===== config.mk =====
export PLATFORM = sky130hd
export DESIGN_NAME = adj_ctrl
export DESIGN_NICKNAME = d
export VERILOG_FILES = /design/src/rtl/clk_pkg.sv /design/src/rtl/btn_debounce.sv /design/src/rtl/adj_ctrl.sv
export SDC_FILE = /design/constraint.sdc
export NUM_CORES = 1
export LEC_CHECK = 0
export CAP_MARGIN = 30
export CORE_MARGIN = 1.5
export CORE_UTILIZATION = 45
export DETAILED_ROUTE_END_ITERATION = 10
export PLACE_DENSITY = 0.63
export SLEW_MARGIN = 10
export SYNTH_ARGS = -nofsm -noshare
export SYNTH_HDL_FRONTEND = slang
export SYNTH_SLANG_ARGS = --single-unit
export TNS_END_PERCENT = 1

===== constraint.sdc =====
create_clock -name clk -period 1.82 [get_ports clk]
set_input_delay 0.364 -clock clk [delete_from_list [all_inputs] [get_ports clk]]
set_output_delay 0.364 -clock clk [all_outputs]
set_load 0.05 [all_outputs]

===== src/rtl/clk_pkg.sv =====
// Shared definitions for the clock-setting front end: item select encodings and the
// adjust FSM state type.
package clk_pkg;

  localparam logic [2:0] ITEM_SEC  = 3'b000;
  localparam logic [2:0] ITEM_MIN  = 3'b001;
  localparam logic [2:0] ITEM_HOUR = 3'b010;
  localparam logic [2:0] ITEM_DAY  = 3'b011;
  localparam logic [2:0] ITEM_MON  = 3'b100;
  localparam logic [2:0] ITEM_YEAR = 3'b101;
  localparam logic [2:0] ITEM_RUN  = 3'b111;

  typedef enum logic [2:0] {
    StRun,
    StSec,
    StMin,
    StHour,
    StDay,
    StMon,
    StYear
  } adj_state_e;

  function automatic logic [2:0] state_to_item(input adj_state_e s);
    logic [2:0] item;
    unique case (s)
      StSec:   item = ITEM_SEC;
      StMin:   item = ITEM_MIN;
      StHour:  item = ITEM_HOUR;
      StDay:   item = ITEM_DAY;
      StMon:   item = ITEM_MON;
      StYear:  item = ITEM_YEAR;
      default: item = ITEM_RUN;
    endcase
    return item;
  endfunction

  // Mode button walks the items in a fixed ring that passes back through RUN.
  function automatic adj_state_e next_item_state(input adj_state_e s);
    adj_state_e nxt;
    unique case (s)
      StRun:   nxt = StSec;
      StSec:   nxt = StMin;
      StMin:   nxt = StHour;
      StHour:  nxt = StDay;
      StDay:   nxt = StMon;
      StMon:   nxt = StYear;
      default: nxt = StRun;
    endcase
    return nxt;
  endfunction

endpackage


===== src/rtl/btn_debounce.sv =====
// Button front end: 2-FF synchroniser, stable-sample debounce counter, debounced level
// and a one-cycle press event on its rising edge.
module btn_debounce #(
  parameter int unsigned DB_CYCLES = 20
) (
  input  logic clk_i,
  input  logic rst_i,
  input  logic btn_i,
  output logic level_o,
  output logic press_o
);

  localparam int unsigned CntW = (DB_CYCLES > 1) ? $clog2(DB_CYCLES) : 1;

  logic            sync1_q, sync2_q;
  logic [CntW-1:0] cnt_q, cnt_d;
  logic            level_q, level_d;
  logic            level_dly_q;
  logic            press_q, press_d;

  always_comb begin
    cnt_d   = '0;
    level_d = level_q;
    if (sync2_q != level_q) begin
      if (cnt_q == CntW'(DB_CYCLES - 1)) begin
        level_d = ~level_q;
      end else begin
        cnt_d = cnt_q + CntW'(1);
      end
    end
    press_d = level_q & ~level_dly_q;
  end

  always_ff @(posedge clk_i) begin
    if (rst_i) begin
      sync1_q     <= 1'b0;
      sync2_q     <= 1'b0;
      cnt_q       <= '0;
      level_q     <= 1'b0;
      level_dly_q <= 1'b0;
      press_q     <= 1'b0;
    end else begin
      sync1_q     <= btn_i;
      sync2_q     <= sync1_q;
      cnt_q       <= cnt_d;
      level_q     <= level_d;
      level_dly_q <= level_q;
      press_q     <= press_d;
    end
  end

  assign level_o = level_q;
  assign press_o = press_q;

endmodule


===== src/rtl/adj_ctrl.sv =====
// Clock-setting controller: debounced mode/up/down buttons drive the item-select FSM,
// adjust pulses and the gated 1 Hz enable. Auto-repeat on hold under ADJ_AUTO_REPEAT_EN.
module adj_ctrl
  import clk_pkg::*;
#(
  parameter int unsigned DB_CYCLES     = 20,
  parameter int unsigned HOLD_CYCLES   = 500,
  parameter int unsigned RPT_CYCLES    = 100,
  parameter int unsigned TIMEOUT_TICKS = 30
) (
  input  logic       clk,
  input  logic       rst,
  input  logic       tick_1s,
  input  logic       btn_mode,
  input  logic       btn_up,
  input  logic       btn_down,
  output logic [2:0] select_item,
  output logic       up,
  output logic       down,
  output logic       en_1
);

  localparam int unsigned TmoW = $clog2(TIMEOUT_TICKS + 1);

  logic mode_lvl, up_lvl, down_lvl;
  logic mode_p, up_p, down_p;

  adj_state_e      state_q, state_d;
  logic [TmoW-1:0] tmo_cnt_q, tmo_cnt_d;
  logic [2:0]      sel_q, sel_d;
  logic            up_q, up_d, down_q, down_d;
  logic            adj, any_press, adj_valid, tmo_fire;
  logic            rpt_fire, rpt_up;

  btn_debounce #(.DB_CYCLES(DB_CYCLES)) u_db_mode (
    .clk_i   (clk),
    .rst_i   (rst),
    .btn_i   (btn_mode),
    .level_o (mode_lvl),
    .press_o (mode_p)
  );

  btn_debounce #(.DB_CYCLES(DB_CYCLES)) u_db_up (
    .clk_i   (clk),
    .rst_i   (rst),
    .btn_i   (btn_up),
    .level_o (up_lvl),
    .press_o (up_p)
  );

  btn_debounce #(.DB_CYCLES(DB_CYCLES)) u_db_down (
    .clk_i   (clk),
    .rst_i   (rst),
    .btn_i   (btn_down),
    .level_o (down_lvl),
    .press_o (down_p)
  );

  assign adj       = (state_q != StRun);
  assign any_press = mode_p | up_p | down_p;
  // Mode outranks adjust presses; simultaneous up+down cancel each other.
  assign adj_valid = adj & ~mode_p & (up_p ^ down_p);
  // A press or repeat pulse landing on the timeout edge keeps the item selected.
  assign tmo_fire  = adj & tick_1s & (tmo_cnt_q == TmoW'(TIMEOUT_TICKS - 1))
                     & ~any_press & ~rpt_fire;

`ifdef ADJ_AUTO_REPEAT_EN
  localparam int unsigned RptMax = (HOLD_CYCLES > RPT_CYCLES) ? HOLD_CYCLES : RPT_CYCLES;
  localparam int unsigned RptW   = $clog2(RptMax + 1);

  logic            rpt_active_q, rpt_active_d;
  logic            rpt_up_q, rpt_up_d;
  logic            rpt_first_q, rpt_first_d;
  logic [RptW-1:0] rpt_cnt_q, rpt_cnt_d;
  logic [RptW-1:0] rpt_limit;
  logic            rpt_held;

  assign rpt_limit = rpt_first_q ? RptW'(HOLD_CYCLES) : RptW'(RPT_CYCLES);
  assign rpt_held  = rpt_up_q ? up_lvl : down_lvl;

  always_comb begin
    rpt_active_d = rpt_active_q;
    rpt_up_d     = rpt_up_q;
    rpt_first_d  = rpt_first_q;
    rpt_cnt_d    = rpt_cnt_q;
    rpt_fire     = 1'b0;
    if (!adj || mode_p || (up_p && down_p)) begin
      rpt_active_d = 1'b0;
    end else if (up_p || down_p) begin
      rpt_active_d = 1'b1;
      rpt_up_d     = up_p;
      rpt_first_d  = 1'b1;
      rpt_cnt_d    = '0;
    end else if (rpt_active_q) begin
      if (!rpt_held) begin
        rpt_active_d = 1'b0;
      end else if (rpt_cnt_q + RptW'(1) == rpt_limit) begin
        rpt_fire    = 1'b1;
        rpt_first_d = 1'b0;
        rpt_cnt_d   = '0;
      end else begin
        rpt_cnt_d = rpt_cnt_q + RptW'(1);
      end
    end
  end

  always_ff @(posedge clk) begin
    if (rst) begin
      rpt_active_q <= 1'b0;
      rpt_up_q     <= 1'b0;
      rpt_first_q  <= 1'b0;
      rpt_cnt_q    <= '0;
    end else begin
      rpt_active_q <= rpt_active_d;
      rpt_up_q     <= rpt_up_d;
      rpt_first_q  <= rpt_first_d;
      rpt_cnt_q    <= rpt_cnt_d;
    end
  end

  assign rpt_up = rpt_up_q;
`else
  assign rpt_fire = 1'b0;
  assign rpt_up   = 1'b0;
`endif

  // State register
  always_ff @(posedge clk) begin
    if (rst) begin
      state_q   <= StRun;
      tmo_cnt_q <= '0;
      sel_q     <= ITEM_RUN;
      up_q      <= 1'b0;
      down_q    <= 1'b0;
    end else begin
      state_q   <= state_d;
      tmo_cnt_q <= tmo_cnt_d;
      sel_q     <= sel_d;
      up_q      <= up_d;
      down_q    <= down_d;
    end
  end

  // Next-state
  always_comb begin
    state_d = state_q;
    if (mode_p) begin
      state_d = next_item_state(state_q);
    end else if (tmo_fire) begin
      state_d = StRun;
    end

    tmo_cnt_d = tmo_cnt_q;
    if (!adj || any_press || rpt_fire || (state_d != state_q)) begin
      tmo_cnt_d = '0;
    end else if (tick_1s) begin
      tmo_cnt_d = tmo_cnt_q + TmoW'(1);
    end
  end

  // Outputs
  always_comb begin
    sel_d  = state_to_item(state_d);
    up_d   = (adj_valid & up_p) | (rpt_fire & rpt_up);
    down_d = (adj_valid & down_p) | (rpt_fire & ~rpt_up);
  end

  assign select_item = sel_q;
  assign up          = up_q;
  assign down        = down_q;
  assign en_1        = tick_1s & (state_q == StRun) & ~rst;

endmodule


# Word level (Yosys, flattened, before mapping)
# Cells that the tools add are included.
# Widths: inputs -> output; s select.
dict set report totals {
  register_bits 43
  inputBits 6
  word_cells 89
}
dict set report classes {
  addsub 4
  n_eq_ne 19
  muxes 4
  bitwise_logic 27
  n_reduce_logical 12
}
# cell count
set ops {}
lappend ops {{$pmux 3 s6} 2}
lappend ops {{$add 5x1->5 const B} 4}
lappend ops {{$eq 5x5->1 const B} 4}
lappend ops {{$eq 3x3->1 const B} 5}
lappend ops {{$and 1x1->1} 12}
lappend ops {{$eq 3x2->1 const B} 4}
lappend ops {{$not 1->1} 12}
lappend ops {{$reduce_or 3->1} 3}
lappend ops {{$eq 3x1->1 const B} 2}
lappend ops {{$mux 3} 2}
lappend ops {{$reduce_and 2->1} 3}
lappend ops {{$logic_not 3->1} 1}
lappend ops {{$ne 1x1->1} 3}
lappend ops {{$ne 3x3->1} 1}
lappend ops {{$reduce_bool 3->1} 1}
lappend ops {{$logic_or 1x1->1} 2}
lappend ops {{$or 1x1->1} 2}
lappend ops {{$reduce_or 2->1} 1}
lappend ops {{$logic_not 1->1} 1}
lappend ops {{$xor 1x1->1} 1}

# Longest topological paths before layout
dict set report depth {
  ltp_word 9
  ltp_mapped 5
  ltp_nobuf 5
}

# By module
# Synthesis repeated with hierarchy kept, for this count alone.
dict set report unflattened {
  hier_cells 183
  area_unflattened_um2 1834.3
}
# module n_inst cells_each area_each_um2 seq_area_each_um2
set modules_own_cells {}
lappend modules_own_cells {btn_debounce 3 35 371.6 200.2}
lappend modules_own_cells {adj_ctrl 1 78 719.4 260.2}

# Least setup slack after synthesis
# Ideal clock, no wire load.
dict set report synth_path {
  kind {reg-to-output}
  from {register state_q[0]}
  to {output port en_1}
  t_arrival_ps 1151
  required_time_ps 1456
  setup_slack_ps 305
  path_stages_with_launch 4
  path_buffers 1
  path_cell_list {dfxtp_1 > buf_4 > nor3_1 > and3b_1}
}
dict set report synth_via {
  elab_chain_len 3
}
# element line_no
set synth_rtl {}
lappend synth_rtl {{start: declaration} adj_ctrl.sv:28} ;# adj_state_e state_q, state_d;
lappend synth_rtl {{start signal: assignment} adj_ctrl.sv:130} ;# state_q <= StRun;
lappend synth_rtl {{start signal: assignment} adj_ctrl.sv:136} ;# state_q <= state_d;
lappend synth_rtl {{$logic_not 3->1} adj_ctrl.sv:171} ;# assign en_1 = tick_1s & (state_q == StRun) & ~rst;
lappend synth_rtl {{$and 1x1->1 (2 in series)} adj_ctrl.sv:171}
lappend synth_rtl {{end: declaration} adj_ctrl.sv:20} ;# output logic en_1
# Every way passes these cells.

# Final worst setup path
dict set report layout_path {
  from {input port rst}
  to {output port en_1}
}
dict set report layout_via {
  elab_chain_len 2
}
# element line_no
set layout_rtl {}
lappend layout_rtl {{start: declaration} adj_ctrl.sv:12} ;# input logic rst,
lappend layout_rtl {{$not 1->1} adj_ctrl.sv:171}
lappend layout_rtl {{$and 1x1->1} adj_ctrl.sv:171}
# Every way passes these cells.

==> flow_summary_export.csv <==
group,metric,value,unit
yosys,synth_top_family_by_area,"simple AND/OR/NAND/NOR gates",
worst_setup_path,crit_fanout,14,
yosys,synth-simple-area-share,0.259,
power,peakVddDrop,0.465,mV
yosys,syn-num-nets,196,
sta,hold_viol_final,0,
worst_setup_path,reg2reg_to,"tmo_cnt_q[2]",
yosys,yosysWarnings,0,
worst_hold_path,min_from,"u_db_up.level_dly_q",
die,dieArea,4330,sq um
sta,tightest_slew,0.508,ns
job,maxCapViolations,0,
worst_setup_path,critPathLaunchType,"primary input",
yosys,synth-seq-cells,43,
die,initial_core_util,0.478,
routing,remaining_drc_errors,0,
layout,antenna_cells,0,
worst_hold_path,hold_path.class,"reg -> reg",
die,die_w,65.8,microns
routing,first_pass_iters,4,
sta,slew_violations,0,
clock_tree,root_buffer,"clkbuf_8",
routing,num_vias,1275,
worst_hold_path,hold_path_depth,1,
global_routing,grt_pass1_vias,1230,
yosys,synth_top_area_share,0.485,
yosys,synth-edff-count,0,
place,dp_hpwl,2220,microns
place,place_ws,-0.0232,ns
place,gp_congestion,0.796,
worst_setup_path,crit_type,"in -> out",
clock_tree,clk_pin_slew,0.08,ns
layout,finalCoreUtilization,0.567,
global_routing,grt_util_all_layers,0.159,
sta,timing.hold.ws,0.384,ns
routing,wl_per_cell,11.9,microns
clock_tree,clk_latency,0.29,ns
sta,finalClockSkew,0.00274,ns
worst_setup_path,required,1.46,ns
die,core,3720,sq um
yosys,synth-main-ff-cell,"dfxtp_1",
clock_tree,cts_buffers,5,
yosys,yosysUniqueCellTypes,34,
global_routing,grt_antenna_before_repair,0,
sta,setup_violations,0,
status,status,"completed",
clock_tree,cts_tree,"done",
routing,vias_per_cell,5.08,
routing,routed_wl,2990,microns
sta,finalCritPeriodShare,0.976,
power,power_density,886,nW/um^2
yosys,muxShareOfSynthArea,0.0169,
die,fp-row-count,22,
worst_setup_path,reg2reg_from,"state_q[0]",
yosys,postSynthAreaPerCell,9.60,sq um
yosys,synth_largest_area_cell,"dfxtp_1",
worst_setup_path,worstRegToRegCells,4,
global_routing,gr-total-overflow,0,
yosys,synth_compound_area_frac,0.100,
sta,finalWorstSetupSlack,0.0444,ns
yosys,netlist_instances,185,
sta,fin_setup_tns,0,ns
worst_setup_path,rrSetupSlack,0.25,ns
routing,antenna_left,0,
sta,maxSlewHeadroom,0.656,
routing,drtIter0Drc,74,
layout,finalNetCount,213,
global_routing,grt_max_degree,15,
clock_tree,htreeDepth,2,
worst_setup_path,critPathArrivalTime,1.41,ns
worst_setup_path,end_kind,"output pin",
worst_hold_path,hold_end,"u_db_up.press_o",
yosys,yosysMostFrequentCell,"dfxtp_1",
die,ioPinCount,12,
die,die_height,65.8,microns
sta,rsz0062_at_grt,"no",
yosys,synth_xor_area_frac,0.0641,
sta,fmax,0.563,GHz
yosys,netlist_area,1780,sq um
power,total_power,1.87,mW
clock_tree,cts.sinks,43,
clock_tree,clk_path_buf_depth,2,
place,io_buffer_count,11,
yosys,ys_seq_area_frac,0.485,
global_routing,grt_pass1_wl,5150,microns
layout,syn2layout_area_growth,18.7,%
power,p_leak,0.761,nW
yosys,synth_common_cells,"43 x dfxtp_1, 23 x nor2b_1, 17 x nor2_1",
yosys,async_reset_ff_frac,0,
yosys,synth.area.top_cells,"dfxtp_1 48%, nor2b_1 8.1%, nor2_1 3.6%, ha_1 3.5%, xnor2_1 3.5%",
yosys,synthAdderAreaFrac,0.0352,
sta,fin_crit,1.78,ns
layout,layout-drive-gt1-share,0.0936,
-- layout by cell type, fill, tap and decap left out, types with 4 or more instances in the layout --
master / count
o21ai_0: 11
and3b_1: 5
clkbuf_8: 5
clkdlybuf4s50_1: 9
dfxtp_1: 43
nor2b_1: 23
nand3_1: 5
inv_1: 8
nor3_1: 4
nor2_1: 17
xnor2_1: 7
xor2_1: 6
a21oi_1: 6
buf_4: 7
ha_1: 5
-- stage by stage --
| step | std cells | cell area, sq um |
|---|---|---|
| after global routing | 251 | 2110 |
| after detailed placement | 243 | 1970 |
| after global placement | 243 | 1970 |
| after floorplan | 185 | 1780 |
| final | 251 | 2110 |
| after CTS | 251 | 2100 |
-- what timing repair did --
action                     in CTS  in global routing
setup buffers                   0                  0
hold buffers                    0                  0
gates resized for setup         1                  1
setup endpoints to repair       1                  1
-- layout make-up --
| type | count | area [sq um] |
|---|---|---|
| Fill cell | 339 | 1610 |
| Clock inverter | 2 | 60.1 |
| Tap cell | 48 | 60.1 |
| Clock buffer | 6 | 72.6 |
| Multi-Input combinational cell | 126 | 850 |
| Timing Repair Buffer | 18 | 174 |
| Inverter | 8 | 30.0 |
| Sequential cell | 43 | 861 |
-- per-layer routing --
layer | part of all wire | vias to the layer above | GRT usage | wire length, microns
met4 | 0.017 | 0 | 0.0729 | 51
li1 | - | 657 | - | -
met5 | 0 | - | 0 | 0
met1 | 0.44 | 597 | 0.166 | 1320
met2 | 0.51 | 16 | 0.280 | 1520
met3 | 0.035 | 5 | 0.0579 | 105
-- cell families (layout without fill, tap and decap cells) --
logic type | count (synthesis) | in the layout
fa+ha+maj | 5 | 5
mux | 3 | 3
compound gates | 27 | 27
xor+xnor | 13 | 13
buf+inv | 16 | 34
flops | 43 | 43
simple gates | 78 | 78
-- flip-flops by register name (all words and copies together) (netlist names) --
signal,count
u_db_down.cnt_q,5
select_item,3
down,1
u_db_down.level_dly_q,1
u_db_mode.level_o,1
up,1
u_db_up.level_o,1
u_db_mode.level_dly_q,1
u_db_down.sync1_q,1
u_db_up.press_o,1
u_db_down.level_o,1
u_db_down.sync2_q,1
u_db_up.level_dly_q,1
u_db_mode.sync1_q,1
u_db_mode.cnt_q,5
u_db_up.sync2_q,1
u_db_up.cnt_q,5
tmo_cnt_q,5
u_db_up.sync1_q,1
u_db_down.press_o,1
u_db_mode.sync2_q,1
state_q,3
u_db_mode.press_o,1
-- how the worst max path moves through the flow --
| stage | cells after the start | end | from |
|---|---|---|---|
| after floorplan | 3 | en_1 | state_q[0] |
| after global placement | 3 | tmo_cnt_q[1] | rst |
| after detailed placement | 4 | tmo_cnt_q[0] | rst |
| after CTS | 4 | en_1 | rst |
| after global routing | 3 | en_1 | state_q[0] |
| final | 4 | en_1 | rst |
-- worst max-delay path, cell delays in order --
cell	delay [ns]
clkdlybuf4s50_1	0.50
buf_6	0.17
and3b_1	0.22
buf_12	0.15
-- where the power goes --
group | internal (mW) | leakage, nW | switching, mW
clock network | 0.548 | 0.0654 | 0.312
registers | 0.948 | 0.348 | 0.00398
logic | 0.0286 | 0.348 | 0.0263
total | 1.52 | 0.761 | 0.342
Note: power is estimated with default switching activity, not from simulation.
==> variant 1, RTL diff (config.mk and constraints unchanged) <==
`TIMEOUT_TICKS`: 30 -> 60.
--- a/src/rtl/adj_ctrl.sv
+++ b/src/rtl/adj_ctrl.sv
@@ -8,3 +8,3 @@
   parameter int unsigned RPT_CYCLES    = 100,
-  parameter int unsigned TIMEOUT_TICKS = 30
+  parameter int unsigned TIMEOUT_TICKS = 60
 ) (
Formal check against the unedited RTL: no difference found for any inputs over 10 cycles, from zero or initial values and one cycle with rst high; that may be too few to reach the edited logic, so the function may still have changed.
==> variant 1 against the original RTL <==
- routed wire length fell by 9.7%
- synthesized area fell by 3.6%
- power fell by 15%
- final cell count fell by 5.2%
- sequential cell count rose by 1
- global-route usage fell by 0.61 points
- utilization fell by 2.9 points
- synthesized cell count fell by 5.9%
- combinational power fell by 2%
- cell area fell by 6.5%
- non-clock buffer count fell by 2
- worst setup slack improved by 16 ps
- critical path depth fell by 3
- sequential power rose by 2.3%
- critical endpoint is now select_item[0]
- largest power group unchanged
==> variant 1: results (changes against the original RTL) <==
- Largest stage delay on the critical path: 790 ps (+290 ps)
- The number of nets in the layout came to 200 (-6.1%).
- Number of vias per cell: 4.941 (-2.7%)
- The number of placed instances with taps included is 231 (-4.9%).
- The first-iteration detailed-routing DRC count was 68 (-8.1%).
- The maximum vdd drop came to 0.4100 mV (-12%).
- Routed wire length: 2696 µm (-9.7%)
- Half-perimeter wire length of the detailed placement result: 2041 µm (-8.0%)
* Number of antenna violations at the first check in global routing: 0 (unchanged)
- The leakage power came to 0.7225 nW (-5.1%).
- Via count of the first global-routing pass: 1,245 (+1.2%)
- The routability congestion estimate from global placement was 0.7435 (-6.6%).
* Final Skew: 5.558 ps (+2.822 ps)
- Post-synthesis sequential area ratio: 51.46% (+3.0 points)
- Fin. Hold Viols: 0 (unchanged)
- The count of mapped cells out of synthesis is 174 (-5.9%).
- Wire length of the first global-routing pass: 4947 µm (-3.9%)
- Flip-flop count of the largest register after layout: 6
- The average wire per standard cell is 11.33 µm (-4.8%).
- The number of distinct library cells after synthesis came to 38 (+12%).
- The peak fanout along the critical path came to 1 (-13).
- In the post-synthesis netlist, the biggest area contributors are sky130_fd_sc_hd__dfxtp_1, sky130_fd_sc_hd__nor2_1, sky130_fd_sc_hd__nor2b_1.
* Run status: completed
- The total global-route track usage was 15.25% (-0.61 points).
- The ratio of cells with drive above 1 in the final layout came to 10.00% (+0.64 points).
* Top cells by instance count after synthesis: sky130_fd_sc_hd__dfxtp_1, sky130_fd_sc_hd__nor2_1, sky130_fd_sc_hd__nor2b_1, sky130_fd_sc_hd__xor2_1, sky130_fd_sc_hd__xnor2_1
* Slew @ Worst Pin: 492.0 ps (-16.43 ps)
- The synthesized netlist net count is 184 (-6.1%).
- The post-placement cell area was 0.001892 mm² (-3.8%).
- Largest net degree at the start of global routing: 13 (-2)
* Count of fill cells added during filler insertion: 353 (+4.1%)
-- variant 1: cell count changes after synthesis, moves of 3 or more --
cell                      delta
sky130_fd_sc_hd__nor2_1     +12
sky130_fd_sc_hd__nor2b_1    -10
sky130_fd_sc_hd__o21ai_0     -9
sky130_fd_sc_hd__and3b_1     -5
sky130_fd_sc_hd__inv_1       -5
sky130_fd_sc_hd__and3_1      +3
sky130_fd_sc_hd__nand2_1     +3
sky130_fd_sc_hd__o21ai_1     -3
sky130_fd_sc_hd__or2_1       -3
sky130_fd_sc_hd__xor2_1      +3
-- variant 1: final timing paths --
check,start,end,slack [ps],cells past startpoint
setup reg to reg,tmo_cnt_q[0],select_item[0],320,5
hold reg to reg,u_db_mode.level_dly_q,u_db_mode.press_o,390,1
hold / removal,u_db_mode.level_dly_q,u_db_mode.press_o,390,1
setup / recovery,select_item[0],select_item[0],60,1
-- variant 1: routing by layer --
metal	routed length [µm]	global-route usage, %	share of wire, %	vias up
met4	47	7.979	1.7	0
met1	1152	15.38	43	545
met2	1421	28.78	53	14
met3	74	3.646	2.7	5
met5	0	0	0	-
li1	-	-	-	612
-- variant 1: power breakdown --
| group | switching, mW | internal (mW) | leakage [nW] | total [mW] |
|---|---|---|---|---|
| combinational | 0.0234 | 0.0302 | 0.326 | 0.0536 |
| sequential | 0.00397 | 0.970 | 0.356 | 0.974 |
| clock | 0.296 | 0.261 | 0.0410 | 0.557 |
| total | 0.323 | 1.26 | 0.723 | 1.58 |
-- variant 1: stage by stage --
stage	setup WS, ps	hold WS (ps)
finish	60.82	392.6
global route	14.62	413.0
CTS	39.73	401.1
detailed placement	88.28	389.4
global placement	117.4	372.3
floorplan	368.4	367.4
-- variant 1: final cells by class --
type | instances | area (µm²) | area share, %
clock buffer | 6 | 72.57 | 3.685
multi-input combinational | 120 | 782.0 | 39.71
clock inverter | 1 | 5.005 | 0.2541
tap | 48 | 60.06 | 3.050
inverter | 3 | 11.26 | 0.5718
timing repair buffer | 16 | 157.7 | 8.005
sequential | 44 | 880.8 | 44.73
-- variant 1: cell families (layout without fill, tap and decap cells) --
group | Yosys count | after routing | share of synthesized area (%)
buf+inv | 10 | 26 | 2.850
flops | 44 | 44 | 51.46
fa+ha+maj | 4 | 4 | 2.924
simple gates | 79 | 79 | 25.00
xor+xnor | 17 | 17 | 8.699
mux | 4 | 4 | 2.339
compound gates | 16 | 16 | 6.725
==> variant 2, RTL diff (same flow settings) <==
Made on the original files. Encoding of `adj_state_e`: now one-hot (7 bits for 7 states).
--- a/src/rtl/clk_pkg.sv
+++ b/src/rtl/clk_pkg.sv
@@ -12,10 +12,10 @@
 
-  typedef enum logic [2:0] {
-    StRun,
-    StSec,
-    StMin,
-    StHour,
-    StDay,
-    StMon,
-    StYear
+  typedef enum logic [6:0] {
+    StRun  = 7'b0000001,
+    StSec  = 7'b0000010,
+    StMin  = 7'b0000100,
+    StHour = 7'b0001000,
+    StDay  = 7'b0010000,
+    StMon  = 7'b0100000,
+    StYear = 7'b1000000
   } adj_state_e;
Behaviour: no difference found for any inputs over 10 cycles, from zero or initial values and one cycle with rst high; not proved beyond that.
==> variant 2 against the original RTL <==
- the flow now finishes with violations (negative setup slack)
- worst setup slack worse by 170 ps
- die area increased by 16%
- register-to-register slack got worse by 360 ps
- routed wire length rose by 31%
- sequential cell count increased by 4
- synthesized cell count rose by 16%
- cell area increased by 30%
- power is 6.2% lower
- synthesized area rose by 17%
- highest routed layer unchanged
==> variant 2: results (changes against the original RTL) <==
- Total Nets Final: 281 (+32%)
* Top Family by Delay on Critical Path: simple AND/OR/NAND/NOR gates
- The setup skew after layout was 8.881 ps (+6.145 ps).
- The total global-route track usage came to 17.04% (+1.2 points).
- Data arrival time at the worst-slack endpoint: 1580 ps (+170 ps)
* Final setup slack of the worst path: -125.7 ps (-170.0 ps)
- The number of distinct library cells after synthesis is 54 (+59%).
- Final Hold Slack: 384.9 ps (+1.258 ps)
- Peak fanout along the critical path: 4 (-10)
- Reg2Reg Setup Slack: -110 ps (-360 ps)
- The maximum vdd drop came to 0.4900 mV (+5.3%).
* Largest stage delay on the critical path: 340 ps (-160 ps)
- Post-Synthesis Net Count: 226 (+15%)
- The final reports fail on negative setup slack.
* Post-route setup TNS: -383.9 ps (-383.9 ps)
- The global-route wire length before repair is 6948 µm (+35%).
- Largest cells by area after synthesis: sky130_fd_sc_hd__dfxtp_1, sky130_fd_sc_hd__nor2_1, sky130_fd_sc_hd__xor2_1
- R2R Path Start: state_q[4]
- The routability congestion estimate from global placement was 0.9060 (+14%).
* Half-perimeter wire length of the detailed placement result: 2801 µm (+26%)
* Hold path startpoint: u_db_mode.level_dly_q
- The setup slack after placement came to -405.3 ps (-382.1 ps).
- Via count of the first global-routing pass: 1,591 (+29%)
- The part of the Yosys area used for sequential elements came to 45.27% (-3.2 points).
- The cell depth of the worst flop-to-flop path came to 8 (+4).
* Crit Reg-Reg Endpoint: select_item[1]
* Largest net degree at the start of global routing: 18 (+3)
* Count of fill cells added during filler insertion: 378 (+12%)
* Final setup viols: 5 (+5)
* Switching share of power: 21.56% (+3.2 points)
* Tightest slew margin relative to the limit: 67.54% (+1.9 points)
* Share of post-route cells with drive strength above 1: 32.47% (+23 points)
* Run status: finished, violations left
==> variant 2: changes by cell type in the layout (fill, tap and decap cells not counted), sizes merged, moves of 4 or more <==
cell,delta
nor2,+15
nand4,+4
nand3,+6
o21ai,-8
and3b,-4
dfxtp,+4
buf,+38
nor2b,-9
xor2,+6
==> variant 2: area by class of cell <==
class / count / area, µm² / area share [%]
multi-input combinational: 155 / 1152 / 42.15
sequential: 47 / 948.4 / 34.69
timing repair buffer: 54 / 442.9 / 16.20
clock buffer: 6 / 82.58 / 3.021
tap: 52 / 65.06 / 2.380
inverter: 7 / 26.28 / 0.9611
clock inverter: 2 / 16.27 / 0.5950
==> variant 2: repair_timing <==
item,4_1_cts,5_1_grt
pin swaps,7,5
setup endpoints to repair,5,9
setup buffers,3,4
gates resized for setup,6,16
hold buffers,0,0
cloned,0,0
==> variant 2: kinds of logic after synthesis <==
family          after synthesis  share of synthesized area [%]
compound gates               30                          10.72
xor+xnor                     19                          8.007
fa+ha+maj                     5                          3.010
buf+inv                      13                          2.710
flops                        47                          45.27
mux                           3                          1.445
simple gates                 98                          28.84
==> variant 2: worst max path at each step <==
| stage | from | to | slack (ps) | cells after the start |
|---|---|---|---|---|
| 3_3_place_gp | tick_1s | select_item[1] | -380 | 8 |
| 5_1_grt | tmo_cnt_q[1] | select_item[1] | -180 | 9 |
| 2_1_floorplan | tmo_cnt_q[0] | select_item[1] | 20 | 8 |
| 6_report | state_q[4] | en_1 | -130 | 4 |
| 3_5_place_dp | tick_1s | select_item[0] | -410 | 9 |
| 4_1_cts | state_q[4] | en_1 | -120 | 4 |
==> variant 2: routing by layer <==
metal | up-vias | part of all wire, % | global-route usage (%) | wire (µm)
li1 | 866 | - | - | -
met1 | 771 | 50 | 23.43 | 1965
met2 | 23 | 45 | 26.27 | 1784
met3 | 7 | 3.1 | 3.561 | 121
met4 | 0 | 1.4 | 6.709 | 55
met5 | - | 0 | 0 | 0
==> variant 2: per-stage QoR <==
stage | util (%) | cell area [µm²] | std cells
after floorplan | - | 2097 | 215
after global placement | 56.97 | 2515 | 308
after detailed placement | 56.97 | 2515 | 308
after CTS | 60.18 | 2656 | 319
after global routing | 61.93 | 2734 | 323
final | 61.93 | 2734 | 323
==> variant 2: power groups by stage <==
stage / Sequential, mW / Clock [mW] / Combinational (mW)
final: 1.04 / 0.659 / 0.0536
after global routing: 1.04 / 0.731 / 0.0587
after CTS: 1.04 / 0.680 / 0.0548
after detailed placement: 1.06 / 0 / 0.0541
after global placement: 1.06 / 0 / 0.0537
after floorplan: 1.06 / 0 / 0.0275
==> variant 2: worst reg2reg max path, delay by kind of cell (launching register included) <==
kind | cells | cell delay [ps]
AO/OA/AOI/OAI | 3 | 290
flip-flops | 1 | 340
buffers and inverters | 1 | 110
AND/OR/NAND/NOR | 4 | 1090
